[src/rtl/apb_pkg.sv]
// Shared APB definitions: bus widths, default window base and FSM states.
package apb_pkg;

  localparam int APB_DATA_W = 32;
  localparam int APB_ADDR_W = 32;

  localparam logic [APB_ADDR_W-1:0] APB_BASE_ADDR = 32'h1000_0000;

  typedef enum logic [1:0] {
    IDLE   = 2'd0,
    SETUP  = 2'd1,
    ACCESS = 2'd2
  } apb_state_e;

endpackage

[src/rtl/apb_master_if.sv]
// APB bus bundle between one initiator and NUM_SLV responders.
interface apb_master_if #(
  parameter int NUM_SLV = 4
);
  import apb_pkg::*;

  logic [APB_ADDR_W-1:0]               PADDR;
  logic                                PWRITE;
  logic [NUM_SLV-1:0]                  PSEL;
  logic                                PENABLE;
  logic [APB_DATA_W-1:0]               PWDATA;
  logic [NUM_SLV-1:0][APB_DATA_W-1:0]  PRDATA;
  logic [NUM_SLV-1:0]                  PREADY;

  modport master (
    output PADDR, PWRITE, PSEL, PENABLE, PWDATA,
    input  PRDATA, PREADY
  );

  modport slave (
    input  PADDR, PWRITE, PSEL, PENABLE, PWDATA,
    output PRDATA, PREADY
  );

endinterface

[src/rtl/apb_addr_decoder.sv]
// Maps a byte address onto a one-hot responder select and its index.
// Addresses below the window or past the last responder region miss.
module apb_addr_decoder
  import apb_pkg::*;
#(
  parameter int                    NUM_SLV       = 4,
  parameter logic [APB_ADDR_W-1:0] BASE_ADDR     = APB_BASE_ADDR,
  parameter int                    SLV_SPAN_LOG2 = 12,
  parameter int                    IDX_W         = (NUM_SLV > 1) ? $clog2(NUM_SLV) : 1
) (
  input  logic [APB_ADDR_W-1:0] addr_i,
  output logic [NUM_SLV-1:0]    sel_o,
  output logic [IDX_W-1:0]      idx_o,
  output logic                  miss_o
);

  logic [APB_ADDR_W-1:0] offset;
  logic [APB_ADDR_W-1:0] idx_full;

  assign offset   = addr_i - BASE_ADDR;
  assign idx_full = offset >> SLV_SPAN_LOG2;

  // Range check on the full index so high bits that do not fit IDX_W count as a miss.
  always_comb begin
    // NOTE: every output gets a default first so no path leaves it unassigned (no latch).
    sel_o  = '0;
    miss_o = (addr_i < BASE_ADDR) || (idx_full >= APB_ADDR_W'(NUM_SLV));
    idx_o  = idx_full[IDX_W-1:0];
    for (int i = 0; i < NUM_SLV; i++) begin
      if (!miss_o && (idx_full == APB_ADDR_W'(i))) sel_o[i] = 1'b1;
    end
  end

endmodule

[src/rtl/apb_master.sv]
// APB initiator: accepts one load/store request, runs SETUP/ACCESS on the
// decoded responder, and returns a one-cycle ready pulse with data or error.
module apb_master
  import apb_pkg::*;
#(
  parameter int                    NUM_SLV       = 4,
  parameter logic [APB_ADDR_W-1:0] BASE_ADDR     = APB_BASE_ADDR,
  parameter int                    SLV_SPAN_LOG2 = 12,
  parameter int                    TIMEOUT_CYC   = 255
) (
  input  logic                  PCLK,
  input  logic                  PRESET,
  input  logic                  transfer,
  input  logic [APB_ADDR_W-1:0] addr,
  input  logic                  write,
  input  logic [APB_DATA_W-1:0] wdata,
  output logic [APB_DATA_W-1:0] rdata,
  output logic                  ready,
  output logic                  err,
  output logic                  busy,
  apb_master_if.master          bus
);

  localparam int          IDX_W   = (NUM_SLV > 1) ? $clog2(NUM_SLV) : 1;
  localparam logic [15:0] TO_LAST = 16'(TIMEOUT_CYC - 1);

  apb_state_e            state_q;
  logic [APB_ADDR_W-1:0] paddr_q;
  logic                  pwrite_q;
  logic [APB_DATA_W-1:0] pwdata_q;
  logic [NUM_SLV-1:0]    psel_q;
  logic                  penable_q;
  logic [IDX_W-1:0]      idx_q;
  logic [15:0]           cnt_q;
  logic [APB_DATA_W-1:0] rdata_q;
  logic                  ready_q;
  logic                  err_q;

  logic [NUM_SLV-1:0]    dec_sel;
  logic [IDX_W-1:0]      dec_idx;
  logic                  dec_miss;
  logic                  sel_ready;
  logic [APB_DATA_W-1:0] sel_rdata;

  apb_addr_decoder #(
    .NUM_SLV      (NUM_SLV),
    .BASE_ADDR    (BASE_ADDR),
    .SLV_SPAN_LOG2(SLV_SPAN_LOG2),
    .IDX_W        (IDX_W)
  ) u_dec (
    .addr_i(addr),
    .sel_o (dec_sel),
    .idx_o (dec_idx),
    .miss_o(dec_miss)
  );

  // Only the responder chosen at request time can complete or return data.
  assign sel_ready = bus.PREADY[idx_q];
  assign sel_rdata = bus.PRDATA[idx_q];

  // Request FSM with registered bus and completion outputs.
  always_ff @(posedge PCLK or negedge PRESET) begin
    if (!PRESET) begin
      state_q   <= IDLE;
      paddr_q   <= '0;
      pwrite_q  <= 1'b0;
      pwdata_q  <= '0;
      psel_q    <= '0;
      penable_q <= 1'b0;
      idx_q     <= '0;
      cnt_q     <= '0;
      rdata_q   <= '0;
      ready_q   <= 1'b0;
      err_q     <= 1'b0;
    end else begin
      // NOTE: non-blocking assignments so every register samples pre-edge values.
      // Completion outputs are single-cycle pulses unless set below.
      ready_q <= 1'b0;
      err_q   <= 1'b0;
      rdata_q <= '0;
      unique case (state_q)
        IDLE: begin
          if (transfer) begin
            paddr_q  <= addr;
            pwrite_q <= write;
            pwdata_q <= wdata;
            idx_q    <= dec_idx;
            if (dec_miss) begin
              ready_q <= 1'b1;
              err_q   <= 1'b1;
            end else begin
              psel_q  <= dec_sel;
              state_q <= SETUP;
            end
          end
        end
        SETUP: begin
          penable_q <= 1'b1;
          cnt_q     <= '0;
          state_q   <= ACCESS;
        end
        ACCESS: begin
          if (sel_ready) begin
            rdata_q   <= pwrite_q ? '0 : sel_rdata;
            ready_q   <= 1'b1;
            psel_q    <= '0;
            penable_q <= 1'b0;
            cnt_q     <= '0;
            state_q   <= IDLE;
          end else if (cnt_q == TO_LAST) begin
            ready_q   <= 1'b1;
            err_q     <= 1'b1;
            psel_q    <= '0;
            penable_q <= 1'b0;
            cnt_q     <= '0;
            state_q   <= IDLE;
          end else begin
            cnt_q <= cnt_q + 16'd1;
          end
        end
        default: begin
          psel_q    <= '0;
          penable_q <= 1'b0;
          state_q   <= IDLE;
        end
      endcase
    end
  end

  assign bus.PADDR   = paddr_q;
  assign bus.PWRITE  = pwrite_q;
  assign bus.PWDATA  = pwdata_q;
  assign bus.PSEL    = psel_q;
  assign bus.PENABLE = penable_q;

  assign rdata = rdata_q;
  assign ready = ready_q;
  assign err   = err_q;
  assign busy  = (state_q != IDLE);

endmodule
[src/flat_wrapper.sv]
// flat-port wrapper written by rule: the top's interface ports become plain ports
module apb_master_flat import apb_pkg::*;
#(
  parameter int                    NUM_SLV       = 4,
  parameter logic [APB_ADDR_W-1:0] BASE_ADDR     = APB_BASE_ADDR,
  parameter int                    SLV_SPAN_LOG2 = 12,
  parameter int                    TIMEOUT_CYC   = 255
)
  (PCLK, PRESET, transfer, addr, write, wdata, rdata, ready, err, busy, bus_PADDR, bus_PWRITE, bus_PSEL, bus_PENABLE, bus_PWDATA, bus_PRDATA, bus_PREADY);
  apb_master_if #(.NUM_SLV(NUM_SLV)) bus_i ();
  input  logic PCLK;
  input  logic PRESET;
  input  logic transfer;
  input  logic [APB_ADDR_W-1:0] addr;
  input  logic write;
  input  logic [APB_DATA_W-1:0] wdata;
  output logic [APB_DATA_W-1:0] rdata;
  output logic ready;
  output logic err;
  output logic busy;
  output wire logic [$bits(bus_i.PADDR)-1:0] bus_PADDR;
  output wire logic [$bits(bus_i.PWRITE)-1:0] bus_PWRITE;
  output wire logic [$bits(bus_i.PSEL)-1:0] bus_PSEL;
  output wire logic [$bits(bus_i.PENABLE)-1:0] bus_PENABLE;
  output wire logic [$bits(bus_i.PWDATA)-1:0] bus_PWDATA;
  input wire logic [$bits(bus_i.PRDATA)-1:0] bus_PRDATA;
  input wire logic [$bits(bus_i.PREADY)-1:0] bus_PREADY;
  assign bus_PADDR = bus_i.PADDR;
  assign bus_PWRITE = bus_i.PWRITE;
  assign bus_PSEL = bus_i.PSEL;
  assign bus_PENABLE = bus_i.PENABLE;
  assign bus_PWDATA = bus_i.PWDATA;
  assign bus_i.PRDATA = bus_PRDATA;
  assign bus_i.PREADY = bus_PREADY;
  apb_master #(.NUM_SLV(NUM_SLV), .BASE_ADDR(BASE_ADDR), .SLV_SPAN_LOG2(SLV_SPAN_LOG2), .TIMEOUT_CYC(TIMEOUT_CYC)) u_core (.PCLK(PCLK), .PRESET(PRESET), .transfer(transfer), .addr(addr), .write(write), .wdata(wdata), .rdata(rdata), .ready(ready), .err(err), .busy(busy), .bus(bus_i));
endmodule
[config.mk]
export PLATFORM = sky130hd
export DESIGN_NAME = apb_master_flat
export DESIGN_NICKNAME = d
export VERILOG_FILES = /design/src/rtl/apb_pkg.sv /design/src/rtl/apb_master_if.sv /design/src/rtl/apb_addr_decoder.sv /design/src/rtl/apb_master.sv /design/src/flat_wrapper.sv
export SDC_FILE = /design/constraint.sdc
export NUM_CORES = 1
export LEC_CHECK = 0
export BUFFER_PORTS_ARGS = -buffer_cell sky130_fd_sc_hd__buf_2
export CAP_MARGIN = 20
export CORE_AREA = 2 2 118 120
export DETAILED_ROUTE_END_ITERATION = 10
export DIE_AREA = 0 0 120 122
export GPL_ROUTABILITY_DRIVEN = 0
export MAX_ROUTING_LAYER = met4
export PLACE_DENSITY = 0.81
export SLEW_MARGIN = 20
export SYNTH_ARGS = -nofsm -noshare
export SYNTH_HDL_FRONTEND = slang
export SYNTH_SLANG_ARGS = --single-unit
[constraint.sdc]
create_clock -name PCLK -period 5 [get_ports PCLK]
set_input_delay 0.75 -clock PCLK [delete_from_list [all_inputs] [get_ports PCLK]]
set_output_delay 0.75 -clock PCLK [all_outputs]
set_load 0.03 [all_outputs]
==> reports/summary.txt, run 1 <==
STA
----------------------------------------------------------------------------------------
Final Setup Violations                                                                 0
Hold Violations, Final                                                                 0
Setup clock skew after layout                                                 0.00856 ns
Post-route worst setup slack                                                     2.23 ns
Max-slew headroom                                                                  43.2%
Setup_tns                                                                           0 ns
Time the final worst path needs with I/O delays and setup                        2.77 ns
Maximum clock rate                                                               361 MHz
Worst-Margin Slew                                                               0.852 ns
Worst hold slack                                                                0.447 ns
Setup repair after global routing missed its margin                                false
Portion of the clock cycle consumed by the worst path in the final layout          55.3%
Fin. max-slew vios                                                                     0

FINAL LAYOUT
----------------------------------------------------------------------------------------
Commonest non-fill, non-tap cells in the layout                             sky130_fd_sc_hd__buf_2 (303), sky130_fd_sc_hd__dfrtp_1 (121), sky130_fd_sc_hd__mux2_2 (71)
Number of standard cells in the final layout excluding fillers                       887
Most common cell after layout, fill and taps aside                          sky130_fd_sc_hd__buf_2
Final Core Density                                                                 58.3%
Total non-filler cell area in the finished layout                               7870 um2
Share of post-route cells with drive strength above 1                              63.5%
Final net count                                                                      897
Synthesis-to-finish area growth                                                    41.4%

WORST SETUP PATH
----------------------------------------------------------------------------------------
Slack of the worst reg-to-reg path                                               2.27 ns
Slowest-stage cell, CP                                                      sky130_fd_sc_hd__or4_1
Setup crit start kind                                                       primary input
Reg-to-Reg Start                                                            u_core.cnt_q[0]$_DFFE_PN0P_
Category of the most critical setup path                                    primary input to register
Critical path depth                                                                    5
Worst setup EP type                                                             register
Cell breakdown of the critical path                                         buf_2, or4b_1, or4_1, a2111oi_4, mux2_2
FF-to-FF End                                                                u_core.bus.PSEL[2]$_DFFE_PN0P_
Worst setup path endpoint                                                   u_core.bus.PSEL[2]$_DFFE_PN0P_
Critical path data required time                                                 5.28 ns
CP delay by family, top                                                     simple AND/OR/NAND/NOR gates
R2R depth                                                                              7
CP Data Arrival Time                                                             3.05 ns
Crit path buffers/inverters                                                            1
Origin of the worst setup path                                                  addr[31]
Critical Path Fanout Max                                                               6
Largest incremental delay on the critical path                                   0.66 ns

DIE
----------------------------------------------------------------------------------------
Full die area                                                                  14600 um2
Number of cell rows                                                                   43
Effective utilization at floorplan                                                 41.2%
Y dimension of the die                                                            122 um
Core outline area                                                              13500 um2
Die outline width                                                                 120 um
Boundary pin count                                                                   305

GLOBAL ROUTING
----------------------------------------------------------------------------------------
GRT Total Usage                                                                    21.4%
Pin count of the biggest net entering global routing                                  69
Global-route wire length before repair                                           23.3 mm
Sum of overflow across all layers after global routing                                 0
Via count of the first global-routing pass                                          4622
Initial antenna violation count                                                        2

PWR
----------------------------------------------------------------------------------------
Power density of the placed cells                                             350 nW/um2
Total power                                                                      2.75 mW
Maximum ir drop on the vdd rail                                                 0.205 mV
Total leakage power                                                              3.85 nW

CLOCK NETWORK
----------------------------------------------------------------------------------------
Clock latency on the worst-skew pair                                             0.40 ns
Post-CTS Resized                                                                       0
Buffer depth of the longest clock path                                                 2
TritonCTS sink count                                                                 122
Number of post-CTS setup repair buffers                                                0
TritonCTS Buffers                                                                     17
CTS Root Cell                                                               sky130_fd_sc_hd__clkbuf_16
H-tree lvl count                                                                       4
Number of buffers inserted by hold repair at cts                                       0
CTS tree                                                                            done
Clock-pin transition on the worst setup and hold timing paths                    0.06 ns

ROUTE
----------------------------------------------------------------------------------------
Post-DR vias/cell                                                                   4.89
First-pass iteration count of the detailed router                                      4
WL/cell                                                                          16.7 um
Number of nets with antenna violations after detailed routing                          0
Post-detailed-route DRC marker count                                                   0
Total via count in the routed design                                                4339
DRC violation total after the first TritonRoute iteration                            181
Total wire length after detailed routing                                         14.8 mm

YOSYS
----------------------------------------------------------------------------------------
Cell count after synthesis                                                           386
Synth warn                                                                             0
Mapped Nets                                                                          591
Average instance area after synthesis                                           14.4 um2
Library cells used by synthesis                                                       38
Ranking of synthesized cells by area                                        sky130_fd_sc_hd__dfrtp_1 (55%), sky130_fd_sc_hd__mux2_2 (14%), sky130_fd_sc_hd__mux4_2 (13%)
Top cell type by total area after synthesis                                 sky130_fd_sc_hd__dfrtp_1
Fraction of post-synthesis cell area in the top cell type by area                  54.8%
Total standard cell area after synthesis                                        5570 um2
Share of synthesized area occupied by flip-flops and latches                       54.8%
Post-synthesis sequential element count                                              122

JOB
----------------------------------------------------------------------------------------
Number of maximum-capacitance constraint violations                                    0

PLACEMENT
----------------------------------------------------------------------------------------
Instance area at placement                                                      7270 um2
Cell Count Post-Placement                                                            853
Buffers on Ports                                                                     304
Worst slack after detailed placement                                             1.85 ns
Half-perimeter wire length of the detailed placement result                      11.8 mm

OUTCOME
----------------------------------------------------------------------------------------
Outcome                                                                        completed

MIN PATH
----------------------------------------------------------------------------------------
Hold WC Path Type                                                           primary input to async pin

[state kept, by name (all words and copies together) (netlist names)]
| signal | flops |
|---|---|
| u_core.ready | 1 |
| u_core.bus.PWDATA | 32 |
| u_core.bus.PENABLE | 1 |
| u_core.state_q | 2 |
| u_core.cnt_q | 16 |
| u_core.err | 1 |
| u_core.bus.PADDR | 32 |
| u_core.bus.PWRITE | 1 |
| u_core.bus.PSEL | 4 |
| u_core.rdata | 32 |
[cells in the mapped netlist, drive strengths merged]
library cell / instances
nor4b: 1
or4bb: 1
a211oi: 1
mux2: 71
o2bb2ai: 1
or4: 4
and3: 2
buf: 4
nor2b: 33
or3b: 1
o2bb2a: 1
o21ai: 4
nor4: 5
mux4: 32
and2: 3
nand2b: 2
xnor2: 6
a21oi: 1
a2111oi: 1
nor3: 4
nand4: 4
clkbuf: 17
xor2: 7
nand2: 11
nand3b: 1
inv: 7
mux2i: 3
or2b: 1
or4b: 4
dfrtp: 122
ha: 5
nand3: 7
nor2: 19
[kinds of logic after synthesis]
family | Yosys count | share of synthesized area, %
adders and majority gates | 5 | 1.12
buffers and inverters | 28 | 1.91
DFF | 122 | 54.8
and+or+nand+nor | 103 | 10.8
muxes | 106 | 27.8
xor gates and xnor gates | 13 | 2.04
AOI/OAI and AO/OA | 9 | 1.42
[per-layer routing]
layer  vias to the layer above  global-route usage, %  share of wire, %
li1                       2008                      -                 -
met3                        31                   5.29               7.7
met1                      2071                   23.2                38
met2                       229                   37.5                52
met5                         -                      -                 0
met4                         0                   8.97               2.9
[area by class of cell]
cell class                      instances  area [um2]
Inverter                                7        26.3
Sequential cell                       122        3050
Timing Repair Buffer                  308        1550
Tap cell                              180         225
Multi-Input combinational cell        236        2410
Clock inverter                         11         145
Clock buffer                           21         450
Fill cell                            1098        5630
Antenna cell                            2        5.00
[worst min path at each step]
stage	endpoint	slack (ns)	cells after the start	from
3_3_place_gp	u_core.bus.PADDR[1]$_DFFE_PN0P_	0.48	1	u_core.bus.PADDR[1]$_DFFE_PN0P_
3_5_place_dp	u_core.bus.PADDR[15]$_DFFE_PN0P_	0.49	1	u_core.bus.PADDR[15]$_DFFE_PN0P_
4_1_cts	u_core.bus.PWDATA[9]$_DFFE_PN0P_	0.48	1	PRESET
5_1_grt	u_core.bus.PWDATA[1]$_DFFE_PN0P_	0.51	1	u_core.bus.PWDATA[1]$_DFFE_PN0P_
6_report	u_core.bus.PWDATA[9]$_DFFE_PN0P_	0.45	1	PRESET
2_1_floorplan	u_core.bus.PADDR[0]$_DFFE_PN0P_	0.45	0	PRESET
[where the power goes]
group | internal (mW) | total [mW] | switching [mW]
logic | 0.215 | 0.459 | 0.244
registers | 1.04 | 1.07 | 0.0277
clock network | 0.796 | 1.22 | 0.427
total | 2.05 | 2.75 | 0.699
(Power assumes the default switching activity.)
==> run 2, diff against run 1 <==
--- a/config.mk
+++ b/config.mk
@@ -7,12 +7,12 @@
 export LEC_CHECK = 0
 export BUFFER_PORTS_ARGS = -buffer_cell sky130_fd_sc_hd__buf_2
 export CAP_MARGIN = 20
-export CORE_AREA = 2 2 118 120
+export CORE_MARGIN = 2
+export CORE_UTILIZATION = 41
 export DETAILED_ROUTE_END_ITERATION = 10
-export DIE_AREA = 0 0 120 122
 export GPL_ROUTABILITY_DRIVEN = 0
 export MAX_ROUTING_LAYER = met4
-export PLACE_DENSITY = 0.81
+export PLACE_DENSITY = 0.83
 export SLEW_MARGIN = 20
 export SYNTH_ARGS = -nofsm -noshare
 export SYNTH_HDL_FRONTEND = slang
==> constraint.sdc (replaced) <==
create_clock -name PCLK -period 2.24 [get_ports PCLK]
set_input_delay 0.336 -clock PCLK [delete_from_list [all_inputs] [get_ports PCLK]]
set_output_delay 0.336 -clock PCLK [all_outputs]
set_load 0.03 [all_outputs]
==> reports/summary.txt, run 2 (synthesis results as in run 1) <==
OUTCOME
----------------------------------------------------------------------------------------
Outcome                                                                     finished, violations left
Violations in the final reports                                             setup timing

WORST SETUP PATH
----------------------------------------------------------------------------------------
Largest incremental delay on the critical path                                   0.44 ns
Worst setup EP type                                                             register
Slowest-stage cell, CP                                                      sky130_fd_sc_hd__or4b_4
CP Data Arrival Time                                                             2.74 ns
Critical path depth                                                                    8
Setup crit start kind                                                           register
Critical path data required time                                                 2.52 ns
CP delay by family, top                                                     simple AND/OR/NAND/NOR gates
Category of the most critical setup path                                    register to register
Cell breakdown of the critical path                                         inv_2, ha_4, or4b_4, or4_4, nor2b_4, a2111oi_4, buf_4, mux2_4
Crit path buffers/inverters                                                            2
Critical Path Fanout Max                                                               4
R2R depth                                                                              8

ROUTE
----------------------------------------------------------------------------------------
Post-detailed-route DRC marker count                                                   0
Total via count in the routed design                                                4634
Number of nets with antenna violations after detailed routing                          0
DRC violation total after the first TritonRoute iteration                            228
WL/cell                                                                          17.6 um
Post-DR vias/cell                                                                   5.01
First-pass iteration count of the detailed router                                      4
Total wire length after detailed routing                                         16.3 mm

CLOCK NETWORK
----------------------------------------------------------------------------------------
Buffer depth of the longest clock path                                                 2
Clock-pin transition on the worst setup and hold timing paths                    0.06 ns
H-tree lvl count                                                                       4
CTS tree                                                                            done
CTS Root Cell                                                               sky130_fd_sc_hd__clkbuf_16
TritonCTS sink count                                                                 122
Clock latency on the worst-skew pair                                             0.40 ns
TritonCTS Buffers                                                                     17

DIE
----------------------------------------------------------------------------------------
Full die area                                                                  14500 um2
Effective utilization at floorplan                                                 42.0%
Y dimension of the die                                                            121 um
Number of cell rows                                                                   42
Boundary pin count                                                                   305
Die outline width                                                                 121 um
Core outline area                                                              13200 um2

FINAL LAYOUT
----------------------------------------------------------------------------------------
Share of post-route cells with drive strength above 1                              68.0%
Most common cell after layout, fill and taps aside                          sky130_fd_sc_hd__buf_2
Final net count                                                                      940
Total non-filler cell area in the finished layout                               8380 um2
Synthesis-to-finish area growth                                                    50.5%
Commonest non-fill, non-tap cells in the layout                             sky130_fd_sc_hd__buf_2 (303), sky130_fd_sc_hd__dfrtp_1 (121), sky130_fd_sc_hd__mux2_2 (66)

STA
----------------------------------------------------------------------------------------
Time the final worst path needs with I/O delays and setup                        2.46 ns
Maximum clock rate                                                               407 MHz
Setup repair after global routing missed its margin                                 true
Portion of the clock cycle consumed by the worst path in the final layout           110%
Hold Violations, Final                                                                 0
Max-slew headroom                                                                  59.5%
Fin. max-slew vios                                                                     0
Worst-Margin Slew                                                               0.607 ns
Setup clock skew after layout                                                 0.00508 ns
Final Setup Violations                                                                23
Setup_tns                                                                       -3.27 ns
Post-route worst setup slack                                                   -0.219 ns

GLOBAL ROUTING
----------------------------------------------------------------------------------------
Initial antenna violation count                                                        0
Pin count of the biggest net entering global routing                                  41
GRT Total Usage                                                                    23.4%
Sum of overflow across all layers after global routing                                 0
Global-route wire length before repair                                           25.0 mm
Via count of the first global-routing pass                                          4888

PWR
----------------------------------------------------------------------------------------
Power density of the placed cells                                             759 nW/um2
Combinational share of power                                                       16.5%
Maximum ir drop on the vdd rail                                                 0.388 mV
Switching power share of the total                                                 25.2%
Reg power frac                                                                     37.6%
Switching Power                                                                  1.60 mW
Fraction of power consumed by the clock network                                    45.9%
Total power                                                                      6.36 mW
Total leakage power                                                              4.13 nW
Int Power                                                                        4.75 mW

MIN PATH
----------------------------------------------------------------------------------------
Instance count along the most critical hold path                                       2
Hold WC Path Type                                                           primary input to register

PLACEMENT
----------------------------------------------------------------------------------------
Worst slack after detailed placement                                           -0.368 ns
Half-perimeter wire length of the detailed placement result                      12.5 mm
Instance area at placement                                                      7570 um2
Buffers on Ports                                                                     304

JOB
----------------------------------------------------------------------------------------
Number of maximum-capacitance constraint violations                                    0

## run 2: changes by cell type in the layout (fill, tap and decap cells not counted), sizes merged
cell	change
buf	+41
clkbuf	-2
and2	+1
bufinv	+1
diode	-1
dlygate4sd3	+1
inv	+1
## run 2: per-layer routing
layer | wire length, um | global-route usage [%]
met1 | 6090 | 25.3
met2 | 8570 | 41.1
met3 | 1130 | 5.14
met4 | 512 | 10.4
met5 | 0 | -
## run 2: path summary, 6_finish.rpt
| check | slack, ns | start | endpoint |
|---|---|---|---|
| max in group asynchronous | 1.15 | PRESET | u_core.cnt_q[7]$_DFFE_PN0P_ |
| setup / recovery | -0.22 | u_core.cnt_q[0]$_DFFE_PN0P_ | u_core.bus.PSEL[3]$_DFFE_PN0P_ |
| setup reg to reg | -0.22 | u_core.cnt_q[0]$_DFFE_PN0P_ | u_core.bus.PSEL[3]$_DFFE_PN0P_ |
| min in group asynchronous | 0.46 | PRESET | u_core.bus.PWDATA[7]$_DFFE_PN0P_ |
| hold / removal | 0.16 | wdata[7] | u_core.bus.PWDATA[7]$_DFFE_PN0P_ |
| hold reg to reg | 0.50 | u_core.bus.PADDR[5]$_DFFE_PN0P_ | u_core.bus.PADDR[5]$_DFFE_PN0P_ |
## run 2: stage by stage
stage | hold WS (ns) | instances | utilization, %
3_5_place_dp | 0.349 | 882 | 57.1
5_1_grt | 0.151 | 924 | 63.3
3_3_place_gp | 0.341 | 882 | 57.1
4_1_cts | 0.149 | 920 | 62.8
2_1_floorplan | 0.0404 | 386 | -
6_report | 0.163 | 925 | 63.3
## run 2: power groups by stage
stage	Combinational, mW	Sequential [mW]	Clock, mW
CTS	1.06	2.39	2.96
global placement	1.03	2.42	0
detailed placement	1.05	2.43	0
floorplan	0.376	2.67	0
finish	1.05	2.39	2.91
global route	1.12	2.40	3.08
## run 2: layout make-up
cell class                      instances  area, um2
Tap cell                              176        220
Clock buffer                           19        453
Multi-Input combinational cell        237       2510
Sequential cell                       122       3050
Inverter                                7       26.3
Antenna cell                            1       2.50
Clock inverter                         13        191
Timing Repair Buffer                  350       1920
Fill cell                            1024       4860
## run 2: what timing repair did
action,4_1_cts,5_1_grt
pin swaps,9,5
setup endpoints to repair,21,23
gates cloned,1,0
hold endpoints to repair,37,0
buffers inserted,5,4
hold buffers,1,0
resized for setup,18,11
==> run 3, diff against run 2 <==
--- a/config.mk
+++ b/config.mk
@@ -5,6 +5,7 @@
 export SDC_FILE = /design/constraint.sdc
 export NUM_CORES = 1
 export LEC_CHECK = 0
+export ABC_AREA = 1
 export BUFFER_PORTS_ARGS = -buffer_cell sky130_fd_sc_hd__buf_2
 export CAP_MARGIN = 20
 export CORE_MARGIN = 2
@@ -12,7 +13,7 @@
 export DETAILED_ROUTE_END_ITERATION = 10
 export GPL_ROUTABILITY_DRIVEN = 0
 export MAX_ROUTING_LAYER = met4
-export PLACE_DENSITY = 0.83
+export PLACE_DENSITY_LB_ADDON = 0.3
 export SLEW_MARGIN = 20
 export SYNTH_ARGS = -nofsm -noshare
 export SYNTH_HDL_FRONTEND = slang
==> reports/summary.txt, run 3 <==
FINAL LAYOUT
----------------------------------------------------------------------------------------
Commonest non-fill, non-tap cells in the layout                             sky130_fd_sc_hd__buf_2 (303), sky130_fd_sc_hd__nor2_1 (173), sky130_fd_sc_hd__dfrtp_1 (121)
Number of standard cells in the final layout excluding fillers                      1132
Footprint of the multi-input gates                                              2510 um2
Final Core Density                                                                 58.8%
Register area                                                                   3050 um2
Total of fill cells in the finished design                                          1275
Synthesis-to-finish area growth                                                    40.4%
Share of post-route cells with drive strength above 1                              44.7%
Most common cell after layout, fill and taps aside                          sky130_fd_sc_hd__buf_2
Final net count                                                                     1143
Total non-filler cell area in the finished layout                               8160 um2

CLOCK NETWORK
----------------------------------------------------------------------------------------
CTS Root Cell                                                               sky130_fd_sc_hd__clkbuf_16
Clock latency on the worst-skew pair                                             0.41 ns
TritonCTS sink count                                                                 122
CTS tree                                                                            done
TritonCTS Buffers                                                                     17
Post-CTS Resized                                                                       0
Buffer depth of the longest clock path                                                 2
H-tree lvl count                                                                       4
Clock-pin transition on the worst setup and hold timing paths                    0.06 ns

PWR
----------------------------------------------------------------------------------------
Int Power                                                                        6.54 mW
Maximum ir drop on the vdd rail                                                  1.25 mV
Fraction of power consumed by the clock network                                    25.7%
Switching Power                                                                  4.78 mW
Power density of the placed cells                                            1390 nW/um2
Reg power frac                                                                     28.8%
Total power                                                                      11.3 mW
Switching power share of the total                                                 42.2%
Combinational share of power                                                       45.5%
Total leakage power                                                              4.21 nW

WORST SETUP PATH
----------------------------------------------------------------------------------------
Setup crit start kind                                                           register
CP Data Arrival Time                                                             2.25 ns
Category of the most critical setup path                                    register to register
Critical path data required time                                                 2.57 ns
Worst setup EP type                                                             register
Critical Path Fanout Max                                                              10

OUTCOME
----------------------------------------------------------------------------------------
Outcome                                                                        completed

GLOBAL ROUTING
----------------------------------------------------------------------------------------
Initial antenna violation count                                                        1
Pin count of the biggest net entering global routing                                  68
Via count of the first global-routing pass                                          5434
Global-route wire length before repair                                           26.6 mm
Sum of overflow across all layers after global routing                                 0
GRT Total Usage                                                                    23.7%

YOSYS
----------------------------------------------------------------------------------------
Most used standard cell by instance count after synthesis                   sky130_fd_sc_hd__nor2_1
Mapped Nets                                                                          843
Adder-cell share of the synthesized area                                           1.08%
Average instance area after synthesis                                           9.11 um2
Cell count after synthesis                                                           638
Top cell type by total area after synthesis                                 sky130_fd_sc_hd__dfrtp_1
Count of flip-flops with a built-in enable after synthesis                             0
Total standard cell area after synthesis                                        5810 um2
Share of synthesized cell area in and, or, nand and nor gates                      19.1%
Xor/xnor cell area share of the yosys netlist                                     0.452%
Synth warn                                                                             0
Leading post-synthesis cells by instance count                              sky130_fd_sc_hd__nor2_1 (173), sky130_fd_sc_hd__dfrtp_1 (122), sky130_fd_sc_hd__o21ai_0 (68)
Share of synthesized area occupied by flip-flops and latches                       52.5%
Compound-cell area share of the yosys netlist                                      10.1%
Synth Flop Type                                                             sky130_fd_sc_hd__dfrtp_1
Ranking of synthesized cells by area                                        sky130_fd_sc_hd__dfrtp_1 (53%), sky130_fd_sc_hd__mux2_2 (12%), sky130_fd_sc_hd__nor2_1 (11%)
Fraction of post-synthesis cell area in the top cell type by area                  52.5%
Portion of netlist area occupied by mux cells                                      12.2%
Dominant combinational cell family by area after synthesis                  simple AND/OR/NAND/NOR gates
Proportion of synthesized flip-flops having asynchronous set or reset               100%
Post-synthesis sequential element count                                              122
Library cells used by synthesis                                                       32

PLACEMENT
----------------------------------------------------------------------------------------
Half-perimeter wire length of the detailed placement result                      12.7 mm
Instance area at placement                                                      7510 um2
Worst slack after detailed placement                                            0.300 ns
Buffers on Ports                                                                     304
Cell Count Post-Placement                                                           1098

STA
----------------------------------------------------------------------------------------
Time the final worst path needs with I/O delays and setup                        1.91 ns
Maximum clock rate                                                               523 MHz
Max-slew headroom                                                                  55.4%
Setup clock skew after layout                                                 0.00904 ns
Worst-Margin Slew                                                               0.666 ns
Portion of the clock cycle consumed by the worst path in the final layout          85.4%
Final Setup Violations                                                                 0
Hold Violations, Final                                                                 0
Setup repair after global routing missed its margin                                false
Fin. max-slew vios                                                                     0
Setup_tns                                                                           0 ns
Worst hold slack                                                                0.156 ns
Post-route worst setup slack                                                    0.327 ns

DIE
----------------------------------------------------------------------------------------
Y dimension of the die                                                            123 um
Number of cell rows                                                                   43
Core outline area                                                              13900 um2
Full die area                                                                  15100 um2
Effective utilization at floorplan                                                 41.9%
Boundary pin count                                                                   305
Die outline width                                                                 123 um

ROUTE
----------------------------------------------------------------------------------------
DRC violation total after the first TritonRoute iteration                            339
Total via count in the routed design                                                5503
Number of nets with antenna violations after detailed routing                          0
First-pass iteration count of the detailed router                                      5
WL/cell                                                                          15.1 um
Post-detailed-route DRC marker count                                                   0
Total wire length after detailed routing                                         17.0 mm
Post-DR vias/cell                                                                   4.86

MIN PATH
----------------------------------------------------------------------------------------
Hold WC Path Type                                                           primary input to register

JOB
----------------------------------------------------------------------------------------
Number of maximum-capacitance constraint violations                                    0

==> run 3: changes by cell type after synthesis, sizes merged, moves of 5 or more <==
cell    change
nor2      +156
mux4       -32
nand3       +5
o21ai      +67
buf        +19
nor2b      -33
mux2        -8
clkbuf      -8
nand2      +58
inv        +21
a21oi      +34
xnor2       -6
nor4        -5
==> run 3: worst paths after layout <==
check                                          startpoint                               end  slack, ns  cells past startpoint
setup / recovery            u_core.state_q[1]$_DFFE_PN0P_      u_core.cnt_q[14]$_DFFE_PN0P_       0.33                     10
setup reg to reg            u_core.state_q[1]$_DFFE_PN0P_      u_core.cnt_q[14]$_DFFE_PN0P_       0.33                     10
max in group asynchronous                          PRESET   u_core.bus.PADDR[0]$_DFFE_PN0P_       1.24                      3
hold reg to reg            u_core.bus.PSEL[0]$_DFFE_PN0P_    u_core.bus.PSEL[0]$_DFFE_PN0P_       0.48                      2
min in group asynchronous                          PRESET  u_core.bus.PADDR[23]$_DFFE_PN0P_       0.40                      2
hold / removal                                    addr[3]   u_core.bus.PADDR[3]$_DFFE_PN0P_       0.16                      2
==> run 3: final cells by class <==
| cell class | count | share of cell area (%) |
|---|---|---|
| clock buffers | 18 | 5.38 |
| diodes | 1 | 0.0307 |
| flip-flops and latches | 122 | 37.4 |
| repair buffers | 313 | 20.0 |
| inverters | 28 | 1.29 |
| multi-input cells | 456 | 30.7 |
| well taps | 180 | 2.76 |
| clock inverters | 14 | 2.41 |
==> run 3: routing by layer <==
layer	vias to the layer above	wire length (um)	GRT usage [%]	share of wire, %
li1	2703	-	-	-
met1	2523	6910	26.3	41
met2	242	8200	38.6	48
met3	35	1470	8.30	8.6
met4	0	470	10.3	2.8
met5	-	0	-	0
==> run 3: cell families (layout without fill, tap and decap cells) <==
kind of cell               after synthesis  after routing
AOI/OAI and AO/OA                      114            114
xor gates and xnor gates                 3              3
adders and majority gates                5              5
buffers and inverters                   60            373
DFF                                    122            122
muxes                                   63             63
other                                    0              1
and+or+nand+nor                        271            271
==> run 3: what timing repair did <==
| action | in CTS | in global routing |
|---|---|---|
| hold buffers | 1 | 0 |
| buffers inserted | 0 | 0 |
| hold endpoints to repair | 28 | 0 |
==> run 3: worst max-delay path, cell delays in order, from the launching register on <==
cell                      delay, ns
sky130_fd_sc_hd__dfrtp_1       0.37
sky130_fd_sc_hd__inv_1         0.07
sky130_fd_sc_hd__ha_1          0.50
sky130_fd_sc_hd__nand2_2       0.12
sky130_fd_sc_hd__nor2_2        0.18
sky130_fd_sc_hd__nand2_1       0.11
sky130_fd_sc_hd__nor2_4        0.16
sky130_fd_sc_hd__nand2_2       0.08
sky130_fd_sc_hd__nor2_1        0.08
sky130_fd_sc_hd__nand2_1       0.05
sky130_fd_sc_hd__a21oi_1       0.12
==> run 3: power by group through the flow <==
stage          clock [mW]  combinational (mW)  sequential, mW
2_1_floorplan           0                2.28            4.67
3_3_place_gp            0                5.16            3.25
3_5_place_dp            0                5.19            3.28
4_1_cts              2.97                5.21            3.26
5_1_grt              3.07                5.63            3.35
6_report             2.91                5.15            3.25
